$ cat config.mk
export PLATFORM = sky130hd
export DESIGN_NAME = uart_tx_fifo
export DESIGN_NICKNAME = d
export VERILOG_FILES = /design/src/rtl/uart_tx_fifo.sv
export SDC_FILE = /design/constraint.sdc
export NUM_CORES = 1
export LEC_CHECK = 0
export BUFFER_PORTS_ARGS = -buffer_cell sky130_fd_sc_hd__buf_4
export CAP_MARGIN = 40
export CORE_ASPECT_RATIO = 1.1
export CORE_MARGIN = 10
export CORE_UTILIZATION = 45
export DETAILED_ROUTE_END_ITERATION = 12
export PLACE_DENSITY_LB_ADDON = 0.1
export RECOVER_POWER = 50
export SLEW_MARGIN = 20
export SYNTH_ARGS = -nofsm -noshare
export SYNTH_HDL_FRONTEND = slang
export SYNTH_SLANG_ARGS = --single-unit
$ cat constraint.sdc
create_clock -name clk -period 3.6 [get_ports clk]
set_clock_uncertainty 0.15 [all_clocks]
set_input_delay 0.54 -clock clk [delete_from_list [all_inputs] [get_ports clk]]
set_output_delay 0.54 -clock clk [all_outputs]
set_load 0.01 [all_outputs]
$ cat src/rtl/uart_tx_fifo.sv
// uart_tx_fifo
// Byte buffer and launch sequencer in front of the UART transmit controller.
// Host bytes are queued in a circular FIFO and handed to the transmitter one
// at a time. Each byte is presented on tx_data together with a one-cycle
// tx_start strobe. The sequencer then follows tx_busy so that no new byte is
// launched while a frame is in flight.
//
// Ports
//   clk       in   system clock, rising edge
//   reset     in   synchronous, active-high reset
//   wr_en     in   host write request
//   wr_data   in   byte to enqueue
//   full      out  FIFO holds DEPTH entries
//   empty     out  FIFO holds no entries
//   count     out  occupancy, 0..DEPTH
//   overflow  out  sticky: a write was dropped because the FIFO was full
//   tx_busy   in   transmitter is sending a frame
//   tx_data   out  byte for the transmitter; held until the next launch
//   tx_start  out  one-cycle launch strobe
//
// Sequencer states
//   state      | meaning
//   -----------+---------------------------------------------------------
//   ST_IDLE    | ready; pops a byte when one is queued and tx_busy is low
//   ST_LAUNCH  | tx_start is high in this cycle
//   ST_WAIT_BUSY | waiting for tx_busy to rise; gives up after BUSY_TIMEOUT
//   ST_WAIT_DONE | frame in flight; waiting for tx_busy to fall
module uart_tx_fifo #(
    parameter int DATA_WIDTH   = 8,
    parameter int DEPTH        = 16,
    parameter int ADDR_WIDTH   = 4,
    parameter int BUSY_TIMEOUT = 4
) (
    input  logic                  clk,
    input  logic                  reset,
    input  logic                  wr_en,
    input  logic [DATA_WIDTH-1:0] wr_data,
    output logic                  full,
    output logic                  empty,
    output logic [ADDR_WIDTH:0]   count,
    output logic                  overflow,
    input  logic                  tx_busy,
    output logic [DATA_WIDTH-1:0] tx_data,
    output logic                  tx_start
);

    localparam int TMO_W = (BUSY_TIMEOUT < 1) ? 1 : $clog2(BUSY_TIMEOUT + 1);
    localparam logic [TMO_W-1:0]    TMO_LAST  = TMO_W'(BUSY_TIMEOUT);
    localparam logic [ADDR_WIDTH:0] DEPTH_CNT = (ADDR_WIDTH + 1)'(DEPTH);

    typedef enum logic [1:0] {
        ST_IDLE      = 2'd0,
        ST_LAUNCH    = 2'd1,
        ST_WAIT_BUSY = 2'd2,
        ST_WAIT_DONE = 2'd3
    } state_t;

    state_t                  state_q,    state_d;
    logic [ADDR_WIDTH-1:0]   wr_ptr_q,   wr_ptr_d;
    logic [ADDR_WIDTH-1:0]   rd_ptr_q,   rd_ptr_d;
    logic [ADDR_WIDTH:0]     count_q,    count_d;
    logic                    overflow_q, overflow_d;
    logic [DATA_WIDTH-1:0]   tx_data_q,  tx_data_d;
    logic                    tx_start_q, tx_start_d;
    logic [TMO_W-1:0]        tmo_cnt_q,  tmo_cnt_d;
    logic [DATA_WIDTH-1:0]   mem_q [DEPTH];
    logic [DATA_WIDTH-1:0]   mem_d [DEPTH];

    logic wr_acc;
    logic pop;

    assign full     = (count_q == DEPTH_CNT);
    assign empty    = (count_q == '0);
    assign count    = count_q;
    assign overflow = overflow_q;
    assign tx_data  = tx_data_q;
    assign tx_start = tx_start_q;

    // Acceptance looks only at the registered full flag, so a pop in the
    // same cycle never makes room for a write to a full FIFO.
    assign wr_acc = wr_en && !full;
    assign pop    = (state_q == ST_IDLE) && !empty && !tx_busy;

    always_comb begin
        mem_d      = mem_q;
        wr_ptr_d   = wr_ptr_q;
        rd_ptr_d   = rd_ptr_q;
        count_d    = count_q;
        overflow_d = overflow_q;
        tx_data_d  = tx_data_q;
        tx_start_d = 1'b0;
        tmo_cnt_d  = tmo_cnt_q;
        state_d    = state_q;

        if (wr_acc) begin
            mem_d[wr_ptr_q] = wr_data;
            wr_ptr_d        = wr_ptr_q + ADDR_WIDTH'(1);
        end
        if (wr_en && full) begin
            overflow_d = 1'b1;
        end
        if (pop) begin
            tx_data_d = mem_q[rd_ptr_q];
            rd_ptr_d  = rd_ptr_q + ADDR_WIDTH'(1);
        end

        case ({wr_acc, pop})
            2'b10:   count_d = count_q + (ADDR_WIDTH + 1)'(1);
            2'b01:   count_d = count_q - (ADDR_WIDTH + 1)'(1);
            default: count_d = count_q;
        endcase

        case (state_q)
            ST_IDLE: begin
                if (pop) begin
                    tx_start_d = 1'b1;
                    state_d    = ST_LAUNCH;
                end
            end
            ST_LAUNCH: begin
                tmo_cnt_d = '0;
                state_d   = ST_WAIT_BUSY;
            end
            ST_WAIT_BUSY: begin
                // A transmitter that never raises busy is assumed to have
                // taken the byte; the timeout lets the queue keep draining.
                if (tx_busy) begin
                    state_d = ST_WAIT_DONE;
                end else if (tmo_cnt_q == TMO_LAST) begin
                    state_d = ST_IDLE;
                end else begin
                    tmo_cnt_d = tmo_cnt_q + TMO_W'(1);
                end
            end
            ST_WAIT_DONE: begin
                if (!tx_busy) begin
                    state_d = ST_IDLE;
                end
            end
            default: begin
                state_d = ST_IDLE;
            end
        endcase
    end

    always_ff @(posedge clk) begin
        if (reset) begin
            state_q    <= ST_IDLE;
            wr_ptr_q   <= '0;
            rd_ptr_q   <= '0;
            count_q    <= '0;
            overflow_q <= 1'b0;
            tx_data_q  <= '0;
            tx_start_q <= 1'b0;
            tmo_cnt_q  <= '0;
        end else begin
            state_q    <= state_d;
            wr_ptr_q   <= wr_ptr_d;
            rd_ptr_q   <= rd_ptr_d;
            count_q    <= count_d;
            overflow_q <= overflow_d;
            tx_data_q  <= tx_data_d;
            tx_start_q <= tx_start_d;
            tmo_cnt_q  <= tmo_cnt_d;
        end
    end

    // Storage needs no reset: entries are only read after being written.
    always_ff @(posedge clk) begin
        mem_q <= mem_d;
    end

endmodule
==> results.tsv <==
metric	value	unit
status	complete, no violations	
cts_tree	yes	
die_w	133	um
finish.utilization	52.8	%
cts.clk_slew.worst_paths	0.06	ns
synth_seq_cells	156	
drtIter0Drc	183	
via_per_inst	5.24	
arrival	3.22	ns
grt_pass1_vias	3484	
io_buffers	28	
ir_worst_vdd	350	uV
period_share	84.8	%
grt_start_max_net_pins	30	
synth_cell_types	40	
synth_top_area_share	61.1	%
die_h	144	um
relSlewSlack	14.8	%
post_cts_resized	0	
num_io_pins	29	
initial_utilization	45.8	%
synth_seq_area_share	70.0	%
cp_data_required_time	3.76	ns
cts_buffer_depth	2	
final.fill_count	1211	
nets	466	
power.leakage	0.00232	uW
grt_util_all_layers	13.9	%
cpMostUsedCell	inv_1	
ys_top_cells_by_area	edfxtp_1 (61%), dfxtp_1 (8.9%), mux2i_1 (6.4%), mux4_2 (4.7%), nor2_1 (2.7%)	
finalSetupTns	0	ns
dieArea	19100	um^2
postCtsSetupRepairBufs	0	
drive_gt1_share	16.3	%
rsz0062_at_grt	false	
yosysWarnings	0	
multi_input_area	1730	um^2
synth.cell_area	6290	um^2
cp_num_buf_inv	2	
num_vias	3367	
hold_viol	0	
syn_to_final_growth	15.2	%
cts_hold_buf	0	
syn_avg_cell_area	15.8	um^2
synth.largest_area_cell	edfxtp_1	
worst_pin_slew	1.28	ns
power_per_cell_area	672	nW/um^2
drv_cap	0	
dpl_cell_area	6750	um^2
wire_per_inst	19.6	um
setup_viol	0	
htreeDepth	4	
antenna_left	0	
crit_family	simple AND/OR/NAND/NOR gates	
clock_latency	0.43	ns
drc	0	
hold_path_class	in2reg	
grt_pass1_wl	19.8	mm
core_region_area	13700	um^2
cp-start-kind	flip-flop	
slowest_stage	nor4_4	
routed_wl	12.6	mm
timing.fmax	327	MHz
rows	45	
critical_path_class	reg2reg	
clock-sinks	156	
seq_area	4410	um^2
gr-total-overflow	0	
drv_slew	0	
antenna_found_initial	0	
synth_cells	398	
holdWs	0.212	ns
cp_max_fo	9	
synthesis.nets	422	
drt_pre_antenna_iters	4	
place_hpwl	8.36	mm
synth_edf_count	128	
period_minus_slack	3.05	ns
cts_buffers	17	
cpPeakStageDelay	0.44	ns
async_flop_share	0	%
root_buffer	clkbuf_16	
synth_top_flop_cell	edfxtp_1	
crit_path_end_kind	flip-flop	
path_cells	nor4_4, a21boi_2, inv_1, ha_1, inv_1, fa_1, nor2b_1, o21ai_0, nand3_1, or3b_1, mux2_2	
final_area	7250	um^2
antenna_cells	0	
place_congestion	0.748	
[synthesized netlist by cell type (7+ instances only)]
cell type and number:
dfxtp_1 28, edfxtp_1 128, inv_1 11, ha_1 11
clkbuf_1 7, nand2_1 11, buf_2 9, mux2i_1 40
nor2_1 46, o22ai_1 19, a21oi_1 9, mux4_2 13
[path summary, 6_finish.rpt]
path            start        to  slack, ns  cells past startpoint
max          count[0]  count[4]       0.55                     11
min             wr_en  overflow       0.21                      3
max reg2reg  count[0]  count[4]       0.55                     11
min reg2reg  overflow  overflow       0.34                      2
[kinds of logic (layout without fill, tap and decap cells)]
logic type	Yosys count	after routing	synth area share (%)
DFF	156	156	70.0
adders and majority gates	12	12	2.51
and+or+nand+nor	87	87	6.59
xor gates and xnor gates	9	9	1.25
AOI/OAI and AO/OA	49	49	6.03
muxes	54	54	11.2
buffers and inverters	31	88	2.39
[power by group]
part	leakage [uW]	switching [uW]	internal, uW
Sequential	0.00139	126	2080
Combinational	0.000662	517	405
Clock	0.000276	686	1050
[per-layer routing]
layer | GRT usage (%) | up-vias | wire length, um
met5 | 0 | - | 0
met4 | 6.84 | 0 | 154
met3 | 3.47 | 14 | 512
met2 | 22.8 | 67 | 6400
met1 | 17.0 | 1677 | 5540
li1 | - | 1609 | -
[tightest hold or removal path, cell delays in order]
cell	delay, ns
buf_4	0.08
a21oi_1	0.05
nor2_1	0.07
[flip-flops by register name, summed over array words and instances, names as in the netlist]
name	count
overflow	1
mem_q	128
rd_ptr_q	4
tmo_cnt_q	3
count	5
tx_data	8
state_q	2
tx_start	1
wr_ptr_q	4
[layout make-up]
| class | count | share of cell area [%] |
|---|---|---|
| clock inverter | 11 | 1.64 |
| inverter | 11 | 0.570 |
| timing repair buffer | 45 | 3.47 |
| multi-input combinational | 211 | 23.9 |
| tap | 188 | 3.25 |
| clock buffer | 21 | 6.35 |
| sequential | 156 | 60.8 |
[cell usage in the layout, fill, tap and decap left out, types with 13 or more instances in the layout]
| cell | synthesis | routed |
|---|---|---|
| buf_4 | 2 | 22 |
| clkbuf_1 | 7 | 25 |
| clkbuf_16 | 0 | 17 |
| dfxtp_1 | 28 | 27 |
| edfxtp_1 | 128 | 128 |
| mux2i_1 | 40 | 40 |
| mux4_2 | 13 | 13 |
| nor2_1 | 46 | 46 |
| o22ai_1 | 19 | 19 |
[stage by stage]
stage          instances  power [uW]  setup slack (ns)
3_5_place_dp         610        3260             0.499
6_report             643        4870             0.545
4_1_cts              642        4990             0.492
5_1_grt              643        5120             0.333
2_1_floorplan        398        2900             0.504
3_3_place_gp         606        3240             0.587
Note: power is estimated with default switching activity, not from simulation.
